===== config.mk =====
export PLATFORM = sky130hd
export DESIGN_NAME = sti_dac_gen_flat
export DESIGN_NICKNAME = d
export VERILOG_FILES = /design/src/rtl/sti_dac_gen_if.sv /design/src/rtl/sti_dac_gen.sv /design/src/flat_wrapper.sv
export SDC_FILE = /design/constraint.sdc
export NUM_CORES = 1
export LEC_CHECK = 0
export CORE_MARGIN = 1.5
export CORE_UTILIZATION = 52
export DETAILED_ROUTE_END_ITERATION = 7
export PLACE_DENSITY_LB_ADDON = 0.12
export SETUP_SLACK_MARGIN = 0.1
export SLEW_MARGIN = 5
export SYNTH_ARGS = -nofsm -noshare
export SYNTH_HDL_FRONTEND = slang
export SYNTH_SLANG_ARGS = --single-unit

===== constraint.sdc =====
create_clock -name clk -period 2.8 [get_ports clk]
set_input_delay 0.56 -clock clk [delete_from_list [all_inputs] [get_ports clk]]
set_output_delay 0.56 -clock clk [all_outputs]
set_load 0.02 [all_outputs]

===== src/rtl/sti_dac_gen_if.sv =====
// Parallel-word handshake, serial output and pixel-memory write bundle for sti_dac_gen.
// The master drives words in; the slave (the generator) drives the serial and pixel outputs.
interface sti_dac_gen_if #(
  parameter int DW     = 16,
  parameter int NSEG   = 4,
  parameter int PIX_W  = 8,
  parameter int ADDR_W = 8
);
  localparam int LEN_W = (NSEG > 1) ? $clog2(NSEG) : 1;

  logic              load;
  logic              pi_ready;
  logic [DW-1:0]     pi_data;
  logic [LEN_W-1:0]  pi_length;
  logic              pi_fill;
  logic              pi_msb;
  logic              pi_low;
  logic              pi_end;
  logic              so_data;
  logic              so_valid;
  logic              pixel_wr;
  logic [ADDR_W-1:0] pixel_addr;
  logic [PIX_W-1:0]  pixel_dataout;
  logic              pixel_finish;

  modport master (
    output load, pi_data, pi_length, pi_fill, pi_msb, pi_low, pi_end,
    input  pi_ready, so_data, so_valid, pixel_wr, pixel_addr, pixel_dataout, pixel_finish
  );

  modport slave (
    input  load, pi_data, pi_length, pi_fill, pi_msb, pi_low, pi_end,
    output pi_ready, so_data, so_valid, pixel_wr, pixel_addr, pixel_dataout, pixel_finish
  );
endinterface


===== src/rtl/sti_dac_gen.sv =====
// Serial-transmit and data-arrange block: builds frames from parallel words, shifts them out
// serially and packs the same bit stream into pixels, then flushes and zero-fills the memory.
module sti_dac_gen #(
  parameter int DW     = 16,
  parameter int SEG_W  = 8,
  parameter int NSEG   = 4,
  parameter int PIX_W  = 8,
  parameter int ADDR_W = 8
) (
  input logic          clk,
  input logic          reset,
  sti_dac_gen_if.slave bus
);
  localparam int FL = NSEG * SEG_W;
  localparam int CW = $clog2(FL + 1);
  localparam int KW = $clog2(PIX_W + 1);
  localparam logic [ADDR_W-1:0] ADDR_MAX = {ADDR_W{1'b1}};

  typedef enum logic [2:0] {
    S_IDLE  = 3'd0,
    S_SHIFT = 3'd1,
    S_FLUSH = 3'd2,
    S_FILL  = 3'd3,
    S_DONE  = 3'd4
  } state_t;

  function automatic logic [FL-1:0] f_rev(input logic [FL-1:0] x);
    logic [FL-1:0] y;
    for (int i = 0; i < FL; i++) y[i] = x[FL-1-i];
    return y;
  endfunction

  state_t            r_state, w_next;
  logic [FL-1:0]     r_sr;
  logic [CW-1:0]     r_bits_left;
  logic              r_end;
  logic              r_so_data, r_so_valid, r_pi_ready;
  logic [PIX_W-1:0]  r_acc;
  logic [KW-1:0]     r_acc_cnt;
  logic              r_pixel_wr, r_finish;
  logic [ADDR_W-1:0] r_pixel_addr;
  logic [PIX_W-1:0]  r_pixel_data;

  logic [CW-1:0]     w_len;
  logic [FL-1:0]     w_data_ext, w_frame, w_sr_init;
  logic [PIX_W-1:0]  w_acc_next, w_wr_data;
  logic [ADDR_W-1:0] w_wr_addr;
  logic              w_accept, w_last, w_pix_done, w_full, w_hits_max, w_wr_en;

  assign w_len      = CW'((32'(bus.pi_length) + 32'd1) * 32'(SEG_W));
  assign w_data_ext = FL'(bus.pi_data);
  assign w_accept   = bus.load && r_pi_ready && (r_state == S_IDLE);
  assign w_last     = (r_state == S_SHIFT) && (r_bits_left == '0);
  assign w_acc_next = {r_acc[PIX_W-2:0], r_so_data};
  assign w_pix_done = r_so_valid && (r_acc_cnt == KW'(PIX_W - 1));
  // Memory is full once the write to the last address is on the bus or already done.
  assign w_full     = r_finish || (r_pixel_wr && (r_pixel_addr == ADDR_MAX));
  assign w_wr_addr  = r_pixel_wr ? (r_pixel_addr + ADDR_W'(1)) : r_pixel_addr;
  assign w_hits_max = w_pix_done && !w_full && (w_wr_addr == ADDR_MAX);

  // Frame build from the word being accepted, then normalised so the next bit is always the MSB.
  always_comb begin
    w_frame = w_data_ext;
    if (w_len < CW'(DW)) begin
      if (bus.pi_low) w_frame = w_data_ext & ({FL{1'b1}} >> (CW'(FL) - w_len));
      else            w_frame = w_data_ext >> (CW'(DW) - w_len);
    end else if (w_len > CW'(DW)) begin
      if (bus.pi_fill) w_frame = w_data_ext << (w_len - CW'(DW));
      else             w_frame = w_data_ext;
    end else begin
      w_frame = w_data_ext;
    end
    if (bus.pi_msb) w_sr_init = w_frame << (CW'(FL) - w_len);
    else            w_sr_init = f_rev(w_frame);
  end

  // State register.
  always_ff @(posedge clk) begin
    if (reset) r_state <= S_IDLE;
    else       r_state <= w_next;
  end

  // Next-state logic.
  always_comb begin
    w_next = r_state;
    case (r_state)
      S_IDLE: begin
        if (w_full)        w_next = S_DONE;
        else if (w_accept) w_next = S_SHIFT;
        else               w_next = S_IDLE;
      end
      S_SHIFT: begin
        if (!w_last)     w_next = S_SHIFT;
        else if (w_full) w_next = S_DONE;
        else if (r_end)  w_next = S_FLUSH;
        else             w_next = S_IDLE;
      end
      S_FLUSH: w_next = w_full ? S_DONE : S_FILL;
      S_FILL:  w_next = w_full ? S_DONE : S_FILL;
      S_DONE:  w_next = S_DONE;
      default: w_next = S_IDLE;
    endcase
  end

  // Pixel write selection: partial flush, zero fill, or a freshly packed pixel.
  always_comb begin
    w_wr_en   = 1'b0;
    w_wr_data = '0;
    case (r_state)
      S_FLUSH: begin
        w_wr_en   = (r_acc_cnt != '0) && !w_full;
        w_wr_data = r_acc << (KW'(PIX_W) - r_acc_cnt);
      end
      S_FILL: begin
        w_wr_en   = !w_full;
        w_wr_data = '0;
      end
      default: begin
        w_wr_en   = w_pix_done && !w_full;
        w_wr_data = w_acc_next;
      end
    endcase
  end

  // Serial shifter, pixel accumulator and registered outputs.
  always_ff @(posedge clk) begin
    if (reset) begin
      r_sr         <= '0;
      r_bits_left  <= '0;
      r_end        <= 1'b0;
      r_so_data    <= 1'b0;
      r_so_valid   <= 1'b0;
      r_pi_ready   <= 1'b1;
      r_acc        <= '0;
      r_acc_cnt    <= '0;
      r_pixel_wr   <= 1'b0;
      r_pixel_addr <= '0;
      r_pixel_data <= '0;
      r_finish     <= 1'b0;
    end else begin
      // A pixel completing on a frame's last bit lands on the last address: hold off new words.
      r_pi_ready <= (w_next == S_IDLE) && !w_hits_max;

      if (w_accept) begin
        r_so_valid  <= 1'b1;
        r_so_data   <= w_sr_init[FL-1];
        r_sr        <= w_sr_init << 1;
        r_bits_left <= w_len - CW'(1);
        r_end       <= bus.pi_end;
      end else if ((r_state == S_SHIFT) && !w_last) begin
        r_so_valid  <= 1'b1;
        r_so_data   <= r_sr[FL-1];
        r_sr        <= r_sr << 1;
        r_bits_left <= r_bits_left - CW'(1);
      end else begin
        r_so_valid <= 1'b0;
        r_so_data  <= 1'b0;
      end

      if (r_state == S_FLUSH) begin
        r_acc     <= '0;
        r_acc_cnt <= '0;
      end else if (r_so_valid) begin
        r_acc     <= w_acc_next;
        r_acc_cnt <= w_pix_done ? '0 : (r_acc_cnt + KW'(1));
      end

      r_pixel_wr   <= w_wr_en;
      r_pixel_data <= w_wr_en ? w_wr_data : '0;
      if (r_pixel_wr && (r_pixel_addr != ADDR_MAX)) r_pixel_addr <= r_pixel_addr + ADDR_W'(1);
      r_finish <= w_full;
    end
  end

  assign bus.pi_ready      = r_pi_ready;
  assign bus.so_data       = r_so_data;
  assign bus.so_valid      = r_so_valid;
  assign bus.pixel_wr      = r_pixel_wr;
  assign bus.pixel_addr    = r_pixel_addr;
  assign bus.pixel_dataout = r_pixel_data;
  assign bus.pixel_finish  = r_finish;
endmodule


===== src/flat_wrapper.sv =====
// flat-port wrapper written by rule: the top's interface ports become plain ports
module sti_dac_gen_flat 
#(
  parameter int DW     = 16,
  parameter int SEG_W  = 8,
  parameter int NSEG   = 4,
  parameter int PIX_W  = 8,
  parameter int ADDR_W = 8
)
  (clk, reset, bus_load, bus_pi_data, bus_pi_length, bus_pi_fill, bus_pi_msb, bus_pi_low, bus_pi_end, bus_pi_ready, bus_so_data, bus_so_valid, bus_pixel_wr, bus_pixel_addr, bus_pixel_dataout, bus_pixel_finish);
  sti_dac_gen_if #(.DW(DW), .NSEG(NSEG), .PIX_W(PIX_W), .ADDR_W(ADDR_W)) bus_i ();
  input logic clk;
  input logic reset;
  input wire logic [$bits(bus_i.load)-1:0] bus_load;
  input wire logic [$bits(bus_i.pi_data)-1:0] bus_pi_data;
  input wire logic [$bits(bus_i.pi_length)-1:0] bus_pi_length;
  input wire logic [$bits(bus_i.pi_fill)-1:0] bus_pi_fill;
  input wire logic [$bits(bus_i.pi_msb)-1:0] bus_pi_msb;
  input wire logic [$bits(bus_i.pi_low)-1:0] bus_pi_low;
  input wire logic [$bits(bus_i.pi_end)-1:0] bus_pi_end;
  output wire logic [$bits(bus_i.pi_ready)-1:0] bus_pi_ready;
  output wire logic [$bits(bus_i.so_data)-1:0] bus_so_data;
  output wire logic [$bits(bus_i.so_valid)-1:0] bus_so_valid;
  output wire logic [$bits(bus_i.pixel_wr)-1:0] bus_pixel_wr;
  output wire logic [$bits(bus_i.pixel_addr)-1:0] bus_pixel_addr;
  output wire logic [$bits(bus_i.pixel_dataout)-1:0] bus_pixel_dataout;
  output wire logic [$bits(bus_i.pixel_finish)-1:0] bus_pixel_finish;
  assign bus_i.load = bus_load;
  assign bus_i.pi_data = bus_pi_data;
  assign bus_i.pi_length = bus_pi_length;
  assign bus_i.pi_fill = bus_pi_fill;
  assign bus_i.pi_msb = bus_pi_msb;
  assign bus_i.pi_low = bus_pi_low;
  assign bus_i.pi_end = bus_pi_end;
  assign bus_pi_ready = bus_i.pi_ready;
  assign bus_so_data = bus_i.so_data;
  assign bus_so_valid = bus_i.so_valid;
  assign bus_pixel_wr = bus_i.pixel_wr;
  assign bus_pixel_addr = bus_i.pixel_addr;
  assign bus_pixel_dataout = bus_i.pixel_dataout;
  assign bus_pixel_finish = bus_i.pixel_finish;
  sti_dac_gen #(.DW(DW), .SEG_W(SEG_W), .NSEG(NSEG), .PIX_W(PIX_W), .ADDR_W(ADDR_W)) u_core (.clk(clk), .reset(reset), .bus(bus_i));
endmodule

==> qor.csv <==
stage;metric;value;unit
synthesis;synth_common_cells;dfxtp_1 (74), nand2_1 (63), nor2_1 (46), o21ai_0 (36), clkbuf_1 (35);
power_and_ir_drop;swShare;34.82;%
global_routing;grt_pass1_wl;24.72;mm
worst_setup_path;setup.worst_path.end_class;register;
timing;fin_hold_ws;0.4706;ns
layout;drive_above_1_share;18.52;%
clock_network;cts-buffers-inserted;9;
synthesis;synthXorXnorAreaFrac;2.544;%
routing;drt-initial-drc-count;370;
clock_network;cts_resized;0;
synthesis;synth-edff-count;0;
global_routing;grt_overflow;0;
synthesis;netlist_instances;600;
global_routing;met3_usage;6.184;%
placed_design;hpwl;11.21;mm
routing;route.detailed.drc;0;
synthesis;yosys.area.top_type;dfxtp_1;
power_and_ir_drop;seqPwrFrac;39.7;%
layout;area_growth;25.68;%
power_and_ir_drop;power.internal;0.002017;W
floorplan;rows;34;
placed_design;place_area;5833;um^2
worst_setup_path;regToRegStartpoint;u_core.r_bits_left[0];
floorplan;core-area;8848;um^2
power_and_ir_drop;pwr_density_cell;510.8;nW/um^2
timing;finalClockSkew;0.01331;ns
clock_network;cts_setup_buffers;0;
global_routing;grt.met1_usage;38.50;%
synthesis;synthSimpleGateAreaFrac;20.77;%
floorplan;dieArea;9856;um^2
routing;ant_nets;0;
global_routing;busiest_layer;met2;
clock_network;clk_latency;0.34;ns
floorplan;start_util;54.47;%
worst_setup_path;r2r_cells;7;
worst_hold_path;hold_depth;2;
timing;finalCriticalPeriod;2.644;ns
timing;max-slew-margin-rel;41.94;%
global_routing;grt_pass1_vias;4924;
power_and_ir_drop;combPwrFrac;33.3;%
worst_setup_path;cp-startpoint;bus_pi_length[0];
worst_setup_path;cp.required;3.00;ns
power_and_ir_drop;leakage;2.222;nW
floorplan;die_x;99.28;um
timing;setup_viol;0;
synthesis;yosys_warnings;0;
global_routing;grt_use_total;31.32;%
synthesis;syn_area;4820;um^2
timing;grt_setup_unrepaired;yes;
layout;fin_area;6057;um^2
timing;max_freq;0.3782;GHz
clock_network;ctsHoldBuffers;0;
timing;slew_viol_final;0;
routing;via_per_inst;6.499;
routing;first_pass_iters;5;
synthesis;synth_top_family_by_area;compound AO/OA/AOI/OAI gates;
routing;wl_per_cell;19.06;um
layout;fill_cells;746;
layout;antenna_cells;0;
synthesis;synth-main-ff-cell;dfxtp_1;
worst_hold_path;min_path_type;reg2reg;
worst_setup_path;crit_path_start_kind;input port;
power_and_ir_drop;total_power;0.003094;W
synthesis;synth.most_common_cell;dfxtp_1;
clock_network;cts.clk_slew.worst_paths;0.09;ns
worst_hold_path;min-delay-start;u_core.r_end;
layout;fin_util;68.45;%
timing;hold_violations;0;
worst_setup_path;crit_arrival;2.85;ns
clock_network;cts_max_level;3;
worst_setup_path;cp_max_fo;10;
global_routing;antenna_found_initial;0;
clock_network;cts_buffer_depth;2;
clock_network;clock-sinks;74;
placed_design;numPortBuffers;45;
timing;min_period_over_period;94.43;%
clock_network;cts_root_buf;clkbuf_8;
synthesis;async_reset_ff_share;0;%
job;max_cap_violations;0;
synthesis;ys_ff_latch;74;
floorplan;fp.dieH;99.28;um
synthesis;synth_compound_area_share;29.34;%
routing;drt-total-wl;15.23;mm
global_routing;grt_max_degree;38;
global_routing;grtUsageMet2;53.00;%
synthesis;synthMuxAreaShare;9.086;%
synthesis;synth_top_area_share;30.74;%
power_and_ir_drop;clkPwrFrac;27.1;%
power_and_ir_drop;ir_drop;246.4;uV
synthesis;ys_seq_area_share;30.74;%
floorplan;num_io_pins;46;
synthesis;synth_nets;633;
routing;via_count;5193;
synthesis;synth.avg_cell_area;8.033;um^2
synthesis;synthAdderAreaFrac;2.285;%
power_and_ir_drop;netSwitchingPower;0.001077;W
synthesis;ys_types;68;
clock_network;cts_tree;yes;
synthesis;ys_top_cells_by_area;dfxtp_1 (31%), mux2i_1 (5.8%), nand2_1 (4.9%);
layout;layout.nets;719;
timing;worst_pin_slew;0.8691;ns
placed_design;globalplace.congestion;1.014;
worst_setup_path;critPathKind;in2reg;
run_status;outcome;complete, no violations;
## cell type report
cell class	count	area (um^2)	area share, %
clock buffer	9	123.9	2.045
clock inverter	7	68.82	1.136
inverter	12	45.04	0.7436
multi-input combinational	463	3137	51.79
sequential	74	1481	24.46
tap	108	135.1	2.231
timing repair buffer	126	1066	17.60
## cells in the final DEF (no fill, tap or decap), types with 21 or more instances in the layout
master,instances
dfxtp_1,74
a21oi_1,32
clkdlybuf4s50_1,44
nand2_1,63
nor3_1,21
buf_4,80
o21ai_0,36
nor2_1,46
mux2i_1,28
## registers in the layout, summed over array words and instances, names as in the netlist, 3 cells and up
register,cells
u_core.r_state,3
u_core.bus.pixel_addr,8
u_core.r_acc_cnt,4
u_core.r_acc,8
u_core.r_bits_left,6
u_core.bus.pixel_dataout,8
u_core.r_sr,31
## path summary, 6_finish.rpt
check                                  endpoint  slack [ns]
worst min-delay path               u_core.r_end        0.47
worst min register to register     u_core.r_end        0.47
worst max register to register  u_core.r_sr[21]        0.37
worst max-delay path            u_core.r_sr[31]        0.16
## critical path, stage by stage
cell and delay, ns:
clkdlybuf4s50_1 0.48, inv_1 0.09, ha_1 0.27, xor2_2 0.34
o21ai_1 0.10, buf_4 0.18, and2_2 0.23, a221oi_1 0.49
a2111oi_2 0.10
## power by group through the flow
stage          clock network [W]  registers, W  logic, W
2_1_floorplan                  0       0.00124  0.000648
3_3_place_gp                   0       0.00125  0.000984
3_5_place_dp                   0       0.00125  0.000990
4_1_cts                 0.000848       0.00123  0.000998
5_1_grt                 0.000902       0.00124   0.00111
6_report                0.000837       0.00123   0.00103
## layer usage
metal,wire length (um),vias up
li1,-,2448
met1,6232,2420
met2,7238,264
met3,1113,61
met4,646,0
met5,0,-
## through the flow
step	setup slack [ns]	cells	TNS, ns
final	0.1559	799	0
after floorplan	0.07857	600	0
after global routing	-0.009074	799	-0.009074
after CTS	0.2600	799	0
after detailed placement	-0.09828	783	-1.211
after global placement	-0.04574	783	-0.2679
## logic make-up (layout without fill, tap and decap cells)
| family | after synthesis | in the layout |
|---|---|---|
| buffers and inverters | 63 | 154 |
| flip-flops | 74 | 74 |
| adder cells (fa/ha/maj) | 9 | 9 |
| XOR/XNOR | 14 | 14 |
| AND/OR/NAND/NOR | 204 | 204 |
| AO/OA/AOI/OAI | 198 | 198 |
| multiplexers | 38 | 38 |
Note: power is estimated with default switching activity, not from simulation.
